## src/rtl/serial_rx_scheduler.sv

```systemverilog
// serial_rx_scheduler: round-robin arbiter for NUM_CH serial requesters.
// A granted channel shifts in DATA_WIDTH bits, LSB first, and the assembled
// word is presented on a valid/ready output port tagged with its channel.
//   clk, reset     : rising-edge clock, asynchronous active-low reset
//   req, sdata     : per-channel request (held for the whole word) and serial data
//   gnt            : registered one-hot grant
//   out_data/ch    : assembled word and source channel, qualified by out_valid
//   out_ready      : consumer accept
//   busy           : high whenever the scheduler is not idle
module serial_rx_scheduler #(
    parameter int unsigned DATA_WIDTH = 8,
    parameter int unsigned NUM_CH     = 4
) (
    input  logic                      clk,
    input  logic                      reset,
    input  logic [NUM_CH-1:0]         req,
    input  logic [NUM_CH-1:0]         sdata,
    output logic [NUM_CH-1:0]         gnt,
    output logic [DATA_WIDTH-1:0]     out_data,
    output logic [$clog2(NUM_CH)-1:0] out_ch,
    output logic                      out_valid,
    input  logic                      out_ready,
    output logic                      busy
);

    localparam int unsigned CW   = $clog2(NUM_CH);
    localparam int unsigned CNTW = $clog2(DATA_WIDTH) + 1;

    typedef enum logic [1:0] {
        ST_IDLE  = 2'd0,
        ST_SHIFT = 2'd1,
        ST_HOLD  = 2'd2
    } state_t;

    state_t                state_q;
    logic [CW-1:0]         last_ch_q;   // doubles as the active channel select
    logic [DATA_WIDTH-1:0] shreg_q;
    logic [CNTW-1:0]       cnt_q;

    logic                  pick_valid;
    logic [CW-1:0]         pick_ch;
    logic [CW-1:0]         cand;
    logic [DATA_WIDTH-1:0] shift_d;
    logic                  cnt_done;
    logic                  out_free;

    // Round-robin search upward from last_ch+1, wrapping through last_ch itself.
    always_comb begin
        pick_valid = 1'b0;
        pick_ch    = last_ch_q;
        cand       = '0;
        for (int unsigned i = 1; i <= NUM_CH; i++) begin
            cand = CW'(32'(last_ch_q) + i);
            if (!pick_valid && req[cand]) begin
                pick_valid = 1'b1;
                pick_ch    = cand;
            end
        end
    end

    // New bit enters at the MSB so the first sampled bit ends up in bit 0.
    assign shift_d  = {sdata[last_ch_q], shreg_q[DATA_WIDTH-1:1]};
    assign cnt_done = (cnt_q == CNTW'(DATA_WIDTH - 1));
    assign out_free = !out_valid || out_ready;

    // Scheduler state machine with registered outputs.
    always_ff @(posedge clk or negedge reset) begin
        if (!reset) begin
            state_q   <= ST_IDLE;
            last_ch_q <= CW'(NUM_CH - 1);
            shreg_q   <= '0;
            cnt_q     <= '0;
            gnt       <= '0;
            out_data  <= '0;
            out_ch    <= '0;
            out_valid <= 1'b0;
            busy      <= 1'b0;
        end else begin
            // Accepted word retires unless a new word is loaded below.
            if (out_valid && out_ready) begin
                out_valid <= 1'b0;
            end

            case (state_q)
                ST_IDLE: begin
                    if (pick_valid) begin
                        state_q   <= ST_SHIFT;
                        last_ch_q <= pick_ch;
                        gnt       <= NUM_CH'(1) << pick_ch;
                        cnt_q     <= '0;
                        busy      <= 1'b1;
                    end
                end

                ST_SHIFT: begin
                    if (!req[last_ch_q]) begin
                        // Requester withdrew: drop the partial word silently.
                        state_q <= ST_IDLE;
                        gnt     <= '0;
                        cnt_q   <= '0;
                        shreg_q <= '0;
                        busy    <= 1'b0;
                    end else begin
                        shreg_q <= shift_d;
                        if (cnt_done) begin
                            gnt   <= '0;
                            cnt_q <= '0;
                            if (out_free) begin
                                out_data  <= shift_d;
                                out_ch    <= last_ch_q;
                                out_valid <= 1'b1;
                                state_q   <= ST_IDLE;
                                busy      <= 1'b0;
                            end else begin
                                state_q <= ST_HOLD;
                            end
                        end else begin
                            cnt_q <= cnt_q + CNTW'(1);
                        end
                    end
                end

                ST_HOLD: begin
                    if (out_ready) begin
                        out_data  <= shreg_q;
                        out_ch    <= last_ch_q;
                        out_valid <= 1'b1;
                        state_q   <= ST_IDLE;
                        busy      <= 1'b0;
                    end
                end

                default: begin
                    state_q <= ST_IDLE;
                    gnt     <= '0;
                    busy    <= 1'b0;
                end
            endcase
        end
    end

endmodule

```

## config.mk

```make
export PLATFORM = sky130hd
export DESIGN_NAME = serial_rx_scheduler
export DESIGN_NICKNAME = d
export VERILOG_FILES = /design/src/rtl/serial_rx_scheduler.sv
export SDC_FILE = /design/constraint.sdc
export NUM_CORES = 1
export LEC_CHECK = 0
export CAP_MARGIN = 20
export CORE_AREA = 2 2 70 72
export CTS_CLUSTER_DIAMETER = 50
export DETAILED_ROUTE_END_ITERATION = 8
export DIE_AREA = 0 0 72 74
export PLACE_DENSITY = 0.62
export SYNTH_ARGS = -nofsm -noshare
export SYNTH_HDL_FRONTEND = slang
export SYNTH_SLANG_ARGS = --single-unit
```

## constraint.sdc

```tcl
create_clock -name clk -period 5.4 [get_ports clk]
set_input_delay 0.81 -clock clk [delete_from_list [all_inputs] [get_ports clk]]
set_output_delay 0.81 -clock clk [all_outputs]
set_load 0.05 [all_outputs]
```

# After elaboration in Yosys (flattened, before gate mapping)

Index checks and enable logic that the tools add are counted.

$lt $le $gt $ge: 5
Add/subtract/negate cells: 5
Muxes and demuxes: 57
Shift-type cells: 1
Multiply operators: 0
Div/mod/pow operators: 0
Equal/unequal tests: 10
Bitwise operators: 1
Reductions and logical operators: 18

Operator list:

| kind                                                        | count |
|---|---|
| two-way mux 8 bit                                           | 5 |
| two-way mux 2 bit                                           | 13 |
| two-way mux 4 bit                                           | 6 |
| two-way mux 1 bit                                           | 20 |
| case mux 8 bit (2 select lines)                             | 1 |
| less-than comparator 2 x 3 -> 1 bit (second input constant) | 5 |
| binary-select mux 1 bit (select 2 bit)                      | 6 |
| case mux 4 bit (3 select lines)                             | 1 |
| inequality test 2 bit (second input constant)               | 5 |
| case mux 4 bit (2 select lines)                             | 1 |
| inequality test 3 bit (second input constant)               | 2 |
| case mux 2 bit (3 select lines)                             | 1 |
| AND reduction 3 bit                                         | 2 |
| AND reduction 5 bit                                         | 1 |
| adder 2 x 1 -> 2 bit (second input constant)                | 2 |
| adder 2 bit (second input constant)                         | 2 |
| adder 4 x 1 -> 4 bit (second input constant)                | 1 |
| equality test 4 x 3 -> 1 bit (second input constant)        | 1 |
| logical AND 1 bit                                           | 4 |
| logical NOT 1 bit                                           | 4 |
| case mux 2 bit (2 select lines)                             | 1 |
| AND reduction 2 bit                                         | 2 |
| AND reduction 4 bit                                         | 1 |
| nonzero test 2 bit                                          | 2 |
| 8 further kinds                                             | 8 |

Bits in writable memories: 0
Bits of input ports: 11
Memories: 0
ROM bits: 0
Register bits after elaboration: 32
Output and inout port bits: 16
Word-level logic and storage cells: 106
Latch bits: 0

# Logic depth before layout (Yosys ltp)

Gate-level depths: netlist of run 1.

Word-level depth: 16
Gate-level depth with buffers: 7

# Least setup slack after synthesis of run 1

OpenSTA, ideal clock, no wires.

Path kind: in2reg
Start: input port req[1]
End: register state_q[0]
Setup slack: 3.286 ns
Cell stages on the path: 4
Required time: 5.272 ns
Data arrival time: 1.986 ns
Buffers on the path: 0
Cells stage by stage: nor4_1 a21oi_1 o21ai_2 mux2_1

Longest elaborated chain between the ends: 14

Ends and longest elaborated chain:

| what                                    | line | text |
|---|---|---|
| start, declared                         | 16   | `input logic [NUM_CH-1:0] req,` |
| binary-select mux 1 bit (select 2 bit)  | 54   | `if (!pick_valid && req[cand]) begin` |
| two-way mux 1 bit (not written as such) | 54   |  |
| two-way mux 1 bit                       | 54   |  |
| logical NOT 1 bit                       | 54   |  |
| logical AND 1 bit                       | 54   |  |
| two-way mux 1 bit                       | 54   |  |
| logical NOT 1 bit                       | 54   |  |
| logical AND 1 bit                       | 54   |  |
| two-way mux 1 bit                       | 54   |  |
| logical NOT 1 bit                       | 54   |  |
| logical AND 1 bit                       | 54   |  |
| two-way mux 1 bit                       | 54   |  |
| inequality test 2 bit (no line)         | n/a  |  |
| AND reduction 3 bit (no line)           | n/a  |  |
| end signal, assigned                    | 69   | `state_q <= ST_IDLE;` |
| end signal, assigned                    | 87   | `state_q <= ST_SHIFT;` |
| end signal, assigned                    | 98   | `state_q <= ST_IDLE;` |
| end, declared                           | 35   | `state_t state_q;` |

Parallel ways exist; a longest one is shown, timed or not. The select of a mux whose other input is x is not followed.
A chain may end at the register's enable or synchronous reset.

# Worst setup path in the final report of run 1

Start: input port req[3]
End: register out_ch[1]

Longest elaborated chain between the ends: 4

Ends and longest elaborated chain:

| what                                    | line | text |
|---|---|---|
| binary-select mux 1 bit (select 2 bit)  | 96   | `if (!req[last_ch_q]) begin` |
| two-way mux 1 bit (not written as such) | 96   |  |
| inequality test 2 bit (no line)         | n/a  |  |
| AND reduction 5 bit (no line)           | n/a  |  |
| end signal, assigned                    | 110  | `out_ch <= last_ch_q;` |
| end signal, assigned                    | 126  | `out_ch <= last_ch_q;` |
| end, declared                           | 20   | `output logic [$clog2(NUM_CH)-1:0] out_ch,` |

Every way passes these cells. The select of a mux whose other input is x is not followed.

==> results by stage, run 1 <==
Status:
- The flow ran to the end, and the final reports show no timing, DRC or antenna violations.

Floorplan:
- The row count is 25.
- 27 I/O pins were placed.
- The die covers 5330 µm².
- The floorplan step defined a core boundary enclosing 4600 µm².
- The die extent in x is 72 µm.
- The starting utilization of the core area is 38.1%.
- From bottom edge to top edge, the die measures 74 µm.

Worst setup path:
- The critical path is of the in2reg type.
- The worst endpoint required time is 5.56 ns.
- The maximum fanout encountered on the critical timing path is 18.
- At the worst endpoint, the arrival time is 2.83 ns.
- The launching element type of the critical path is a primary input.
- The worst setup path is captured at a flip-flop.

Global routing:
- Entering global routing, the biggest net connects 33 pins.
- For this run, the total global-route usage over all layers was measured as 15.0%.
- The final global-route overflow total is 0.
- The first global-routing pass estimated 6.13 mm of wire.
- The via count of the first global-routing pass was 1,317.
- The number of antenna violations at the first check in global routing is 0.

Synth:
- The leading register cell type out of synthesis is dfrtp_1.
- The fraction of synthesis flops using an asynchronous set or reset pin is 100%.
- In this run, synthesis produced a sequential element count of 32.
- Of all cell types, the one taking the most synthesized area is dfrtp_1.
- The share of the synthesized area in the top cell type is 42.8%.
- The synthesized instance count is 160.
- After synthesis, the cell types taking the most area are dfrtp_1 43%, mux2i_1 5.1%, nand2_1 4.9%.
- Synthesis produced a netlist with a net count of 175.
- In this run the cell area of the synthesized design comes to 1750 µm².
- After synthesis, the netlist uses 45 different library cells.
- A synthesized cell averages 11.0 µm².
- Sequential elements use 45.8% of the synthesized area.
- In this run, synthesis inferred 0 flip-flops with an integrated enable.
- The number of synthesis warnings is 0.

Cells and area:
- The area growth from synthesis to layout is 21.8%.
- For this run, the share of the core covered by cells in the final layout is 46.4%.
- The count of nets after finishing is 204.
- The final design instance area without fill is 2130 µm².
- The layout cell share with drive strength beyond 1 is 14.8%.
- The number of standard cells in the final layout excluding fillers is 243.
- The number of antenna diodes in the final layout is 0.

Placement:
- Buffers placed on the I/O ports in this run total 26.
- Summing all placed instances gives a cell area of 2060 µm².
- After legalization and detailed placement, the total HPWL measured 2.53 mm.
- At the end of routability-driven placement, the weighted congestion stood at 0.746.
- Counting tap cells, the placed design contains a total of 236 instances.

Drt:
- In the routed layout, each cell is associated on average with a via count of 5.28.
- The remaining design rule violation count is 0.
- After detailed routing, the average wire length per cell comes to 14.3 µm.
- The detailed router placed 1,284 vias in this run.
- The routed design has 3.48 mm of wire.
- The remaining antenna violation count is 0.
- The iteration-0 DRC count of the detailed router is 72.
- The pre-antenna-repair detailed-routing pass consisted of 4 iterations.

Clock network:
- Post-CTS repair changed the size of 0 cells.
- Clock-pin slew was measured on the worst setup and hold paths at 0.06 ns.
- Buffers inserted during clock tree synthesis total 5.
- The H-tree depth reported by CTS is 2.
- The clock tree from TritonCTS is done.
- The hold-fix buffer count after cts is 0.
- The root buffer cell is clkbuf_8.
- For the worst-skew pair, the clock arrives at the later sink with an insertion delay of 0.28 ns.
- Buffers added to address setup during post-CTS repair amount to 0.
- The clock passes through at most 2 buffers.
- The total number of clock tree sinks is 32.

STA:
- The count of pins over their slew limit came to 0.
- The minimum hold slack is 0.479 ns.
- The worst setup skew after layout is 0.00314 ns.
- The final count of hold timing violations was 0.
- In the final timing run, aggregate negative setup slack is 0 ns.
- The final critical-path share of the clock period is 49.4%.
- Headroom to the max-slew limit came out at 47.1%.
- Setup repair after global routing left no endpoint under its margin.
- Timing would allow up to 375 MHz.
- The actual transition at the worst max-transition pin is 0.783 ns.
- The shortest clock period the worst path allows after layout is 2.67 ns.
- Setup violations remaining at the end of the flow were counted as 0.

Power:
- The power per cell area is 437 nW/µm².
- The combinational power share is 43.3%.
- The sequential share of power is 38.3%.
- IR analysis of the VDD net gives a maximum drop of 203 µV.
- The share of total power dissipated in the clock network is 18.4%.
- The switching share of power is 40.1%.
- Summed over all cells, the static leakage comes to 0.854 nW.
- The reported net switching power is 0.374 mW.
- The cell-internal power is 0.559 mW.

Min path:
- The min-delay analysis places its worst path in the category reg2reg.

Job:
- The reported max-cap violation count is 0.
==> cell families after synthesis <==
| kind of cell | share of synthesized area [%] |
|---|---|
| AOI/OAI and AO/OA | 20.7 |
| adders and majority gates | 2.86 |
| buffers and inverters | 3.71 |
| DFF | 45.8 |
| muxes | 14.1 |
| and+or+nand+nor | 12.8 |
==> power groups by stage <==
| stage | combinational, mW | sequential (mW) | clock [mW] |
|---|---|---|---|
| after detailed placement | 0.406 | 0.361 | 0 |
| after floorplan | 0.296 | 0.375 | 0 |
| after global placement | 0.396 | 0.358 | 0 |
| final | 0.404 | 0.357 | 0.171 |
| after global routing | 0.447 | 0.368 | 0.190 |
| after CTS | 0.408 | 0.358 | 0.177 |
==> routing by layer <==
| layer | GRT usage (%) | vias to the layer above | part of all wire [%] |
|---|---|---|---|
| li1 | - | 642 | - |
| met1 | 18.3 | 620 | 46 |
| met2 | 25.5 | 18 | 50 |
| met3 | 4.07 | 4 | 3.4 |
| met4 | 5.66 | 0 | 1.2 |
| met5 | 0 | - | 0 |
==> cell usage after synthesis, drive strengths merged, types with 2 or more instances <==
library cell  count
nand3b            2
inv               8
o2bb2ai           9
nor2b             3
mux2i            10
ha                4
mux2              8
dfstp             2
clkbuf            2
mux4              2
nand2b            2
o21ai            15
nor3              2
a21oi             6
nor2              4
nor4              3
and3b             2
nand3             2
dfrtp            30
o32ai             2
nand2            23
buf               3
==> flip-flops by register name (all words and copies together) (netlist names) <==
signal     count
cnt_q          4
busy           1
gnt            4
out_ch         2
shreg_q        8
out_data       8
state_q        2
last_ch_q      2
out_valid      1
==> path summary, 6_finish.rpt <==
check | from | end | slack [ns] | cells past startpoint
max in group asynchronous | reset | last_ch_q[1] | 4.12 | 2
min in group asynchronous | reset | out_data[6] | 0.94 | 2
worst min register to register | out_data[3] | out_data[3] | 0.48 | 2
worst max register to register | state_q[0] | out_ch[1] | 2.97 | 5
worst max-delay path | req[3] | out_ch[1] | 2.73 | 4
worst min-delay path | out_data[3] | out_data[3] | 0.48 | 2
==> metrics by stage <==
step / worst slack, ns / total power, mW
after global routing: 2.65 / 1.01
after CTS: 2.73 / 0.943
after detailed placement: 2.43 / 0.768
final: 2.73 / 0.933
after global placement: 2.48 / 0.754
after floorplan: 3.29 / 0.670
==> cells in the final DEF, fill, tap and decap left out, types with 2 or more instances in the layout <==
| master | n |
|---|---|
| dfstp_2 | 2 |
| and3b_1 | 2 |
| mux2_2 | 7 |
| inv_1 | 8 |
| nand3b_1 | 2 |
| ha_1 | 4 |
| nand2_1 | 23 |
| o2bb2ai_1 | 8 |
| mux4_2 | 2 |
| clkbuf_8 | 5 |
| nor2_1 | 4 |
| o21ai_1 | 2 |
| nor3_1 | 2 |
| dfrtp_1 | 30 |
| nor4_1 | 3 |
| nand3_1 | 2 |
| a21oi_1 | 6 |
| mux2i_1 | 9 |
| o21ai_2 | 4 |
| nor2b_1 | 3 |
| clkdlybuf4s50_1 | 26 |
| o32ai_1 | 2 |
| nand2b_1 | 2 |
| o21ai_0 | 9 |
==> worst max-delay path, cell delays in order <==
cell,delay (ns)
clkdlybuf4s50_1,0.54
mux4_2,0.57
a41oi_4,0.51
mux2_2,0.40
==> area by class of cell <==
type                    count  area [µm²]
repair buffers             27         268
fillers                   424        2460
multi-input cells         114         885
flip-flops and latches     32         803
inverters                   9        33.8
clock buffers               6        72.6
clock inverters             1        5.00
well taps                  54        67.6
(Power assumes the default switching activity.)
==> inputs of run 2 (changes only) <==
==> constraint.sdc (replaced) <==
create_clock -name clk -period 2.5 [get_ports clk]
set_input_delay 0.375 -clock clk [delete_from_list [all_inputs] [get_ports clk]]
set_output_delay 0.375 -clock clk [all_outputs]
set_load 0.05 [all_outputs]
==> run 2 against run 1 <==
  * Wire length shrank 1.2%
  * First-iteration DRC count increased by 5.6%
  * Final cell count is 2.9% higher
  * Sequential cell count stayed put
  * Clock power grew to 2.9 times the previous value
  * Sequential share of layout area fell by 1.3 points
  * Via count increased by 1.5%
  * Critical endpoint is now gnt[2]
  * Largest cell class unchanged
  * Highest routed layer unchanged
==> results by stage, run 2 (same netlist as run 1, synthesis figures left out) <==
Status:
- The flow ran to the end, and the final reports show no timing, DRC or antenna violations.

Cells and area:
- Leaving out fill and tap cells, the most frequent cells in the layout are 30 x dfrtp_1, 26 x clkdlybuf4s50_1, 23 x nand2_1.
- The largest registers in the layout are out_data: 8 flops, shreg_q: 8 flops.
- The count of nets after finishing is 210 (+2.9%).
- The count of inserted antenna diode cells is 0 (unchanged).
- Leaving out fill and tap cells, the most frequent cell in the layout is dfrtp_1.
- The layout cell share with drive strength beyond 1 is 17.9% (+3.0 points).
- From synthesis to final layout, the design area changed by 26.1%.

Clock network:
- The clock latency reported for the late side of the worst-skew pair is 0.29 ns (about the same).
- The H-tree depth reported by CTS is 2 (unchanged).
- The total number of clock tree sinks was 32 (unchanged).
- Clock tree synthesis selected as its root buffer the cell clkbuf_8.
- The hold-fix buffer count after cts came to 0 (unchanged).
- The total of cells resized after clock tree synthesis is 0 (unchanged).
- The number of clock buffers inserted by TritonCTS is 5 (unchanged).
- The clock tree from TritonCTS is done.
- The maximum number of buffers from clock root to sink came to 2 (unchanged).
- The post-CTS setup-driven buffer insertion count was 0 (unchanged).
- The clock-pin slew reported for the worst setup and hold paths after clock tree synthesis is 0.07 ns (about the same).

Global routing:
- The number of antenna violations at the first check in global routing is 0 (unchanged).
- The pin count of the biggest net entering global routing is 33 (unchanged).
- The overall fraction of global-route tracks in use is 14.8% (-0.17 points).
- The first-pass GRT wire length came to 6.09 mm (-0.69%).
- The final global-route overflow total is 0 (unchanged).
- The via count of the first global-routing pass came to 1,308 (-0.68%).

Floorplan:
- The vertical die dimension is 74 µm (unchanged).
- The row count was 25 (unchanged).
- The die extent in x is 72 µm (unchanged).
- The number of top-level pins came to 27 (unchanged).
- The placeable core area is 4600 µm² (unchanged).
- The starting utilization of the core area was 38.1% (unchanged).
- The die area is 5330 µm² (unchanged).

Worst setup path:
- The cell family contributing the most delay on the critical path is multiplexers.
- The number of cells on the critical path was 4 (unchanged).
- The arrival time at the worst endpoint is 2.28 ns (-0.55 ns).
- On the critical path, the stage with the largest delay is an instance of dfstp_2.
- The biggest cell delay along the critical path was 0.69 ns (+0.12 ns).
- The worst path buffer plus inverter count is 0 (-1).
- The worst setup path is launched from a flip-flop.
- The critical path goes through mux2_2 > o2bb2ai_2 > a221oi_4 > mux2_2.
- The maximum fanout encountered on the critical timing path is 12 (-6).
- The most numerous cell type found on the critical path is mux2_2.
- The cell depth of the worst flop-to-flop path is 4 (-1).
- The worst endpoint required time is 2.68 ns (-2.88 ns).
- The worst setup path is of the reg2reg kind.
- STA classifies the critical path endpoint as a flip-flop.

Power:
- The worst voltage drop across the vdd grid is 703 µV (+250%).
- The static leakage power was 0.898 nW (+5.1%).
- The power per cell area was 985 nW/µm² (+130%).
- The cell-internal power is 1.34 mW (+140%).
- The clock power share was 22.5% (+4.1 points).
- The combinational power share is 42.1% (-1.2 points).
- The sequential share of power is 35.4% (-2.9 points).
- The switching share of power is 38.2% (-1.9 points).
- The reported net switching power came to 0.832 mW (+120%).

STA:
- The worst setup skew after layout is 0.00272 ns (-0.000412 ns).
- The actual transition at the worst max-transition pin was 0.533 ns (-0.250 ns).
- The minimum hold slack was 0.474 ns (-0.00505 ns).
- The setup TNS is 0 ns (unchanged).
- The final critical path takes up 84.4% of the cycle.
- The total setup violations reported at the end of the flow is 0 (unchanged).
- The count of pins over their slew limit came to 0 (unchanged).
- The final count of hold timing violations was 0 (unchanged).
- The worst slew slack as a fraction of its limit was 64.2% (+17 points).
- Setup repair after global routing left no endpoint under its margin.
- The shortest clock period the worst path allows after layout is 2.11 ns.
- The maximum frequency from static timing analysis is 474 MHz.

Drt:
- The iteration-0 DRC count of the detailed router is 76 (+5.6%).
- The mean number of vias per cell is 5.21 (-1.4%).
- The first-pass detailed-route iteration total is 4 (unchanged).
- The detailed-route wire length per cell is 13.8 µm (-4.0%).
- The remaining antenna violation count is 0 (unchanged).
- The remaining design rule violation count is 0 (unchanged).
- The aggregate routed wire length is 3.44 mm (-1.2%).
- The vias after detailed routing came to 1,303 (+1.5%).

Min path:
- The path class of the tightest hold or removal check is reg2reg.
- The number of cells on the worst hold path is 2 (unchanged).

Placement:
- The port buffer count is 26 (unchanged).
- The placer's final routability congestion estimate is 0.912 (+22%).
- The detailed placement HPWL is 2.58 mm (+1.9%).

Job:
- The reported max-cap violation count is 0 (unchanged).
==> run 2: layout make-up <==
type                    count  area, µm²
clock buffers               6       72.6
clock inverters             2       35.0
fillers                   412       2390
inverters                   9       33.8
multi-input cells         114        885
flip-flops and latches     32        803
well taps                  54       67.6
repair buffers             33        313
==> run 2: worst register-to-register path: cells and delay by family (launching register included) <==
family             cells  cell delay, ns
muxes                  2            0.78
DFF                    1            0.69
AOI/OAI and AO/OA      2            0.52
==> run 2: path summary, 6_finish.rpt <==
check / from / to / slack (ns)
max in group asynchronous: reset / last_ch_q[1] / 1.68
worst max-delay path: last_ch_q[1] / gnt[2] / 0.39
worst max register to register: last_ch_q[1] / gnt[2] / 0.39
worst min register to register: out_data[5] / out_data[5] / 0.47
worst min-delay path: out_data[5] / out_data[5] / 0.47
min in group asynchronous: reset / out_data[7] / 0.48
==> run 2: routing by layer <==
metal  track usage, %  routed length (µm)  vias up
met3             3.39                 105        7
li1                 -                   -      656
met4             7.13                  70        0
met5                0                   0        -
met1             17.9                1580      617
met2             25.2                1680       23
==> run 2: through the flow <==
step                instances  setup WS, ns  power [mW]  util, %  area (µm²)
floorplan                 160         0.631        1.45        -        1750
global placement          242         0.293        1.67     45.7        2100
detailed placement        242         0.228        1.70     45.7        2100
CTS                       250         0.378        2.21     48.1        2210
global route              250         0.284        2.33     48.1        2210
finish                    250         0.391        2.18     48.1        2210
==> run 2: power groups by stage <==
stage / clock [mW] / combinational [mW] / sequential [mW]
3_5_place_dp: 0 / 0.921 / 0.783
4_1_cts: 0.507 / 0.926 / 0.773
2_1_floorplan: 0 / 0.639 / 0.809
5_1_grt: 0.521 / 1.01 / 0.798
6_report: 0.490 / 0.916 / 0.770
3_3_place_gp: 0 / 0.897 / 0.772
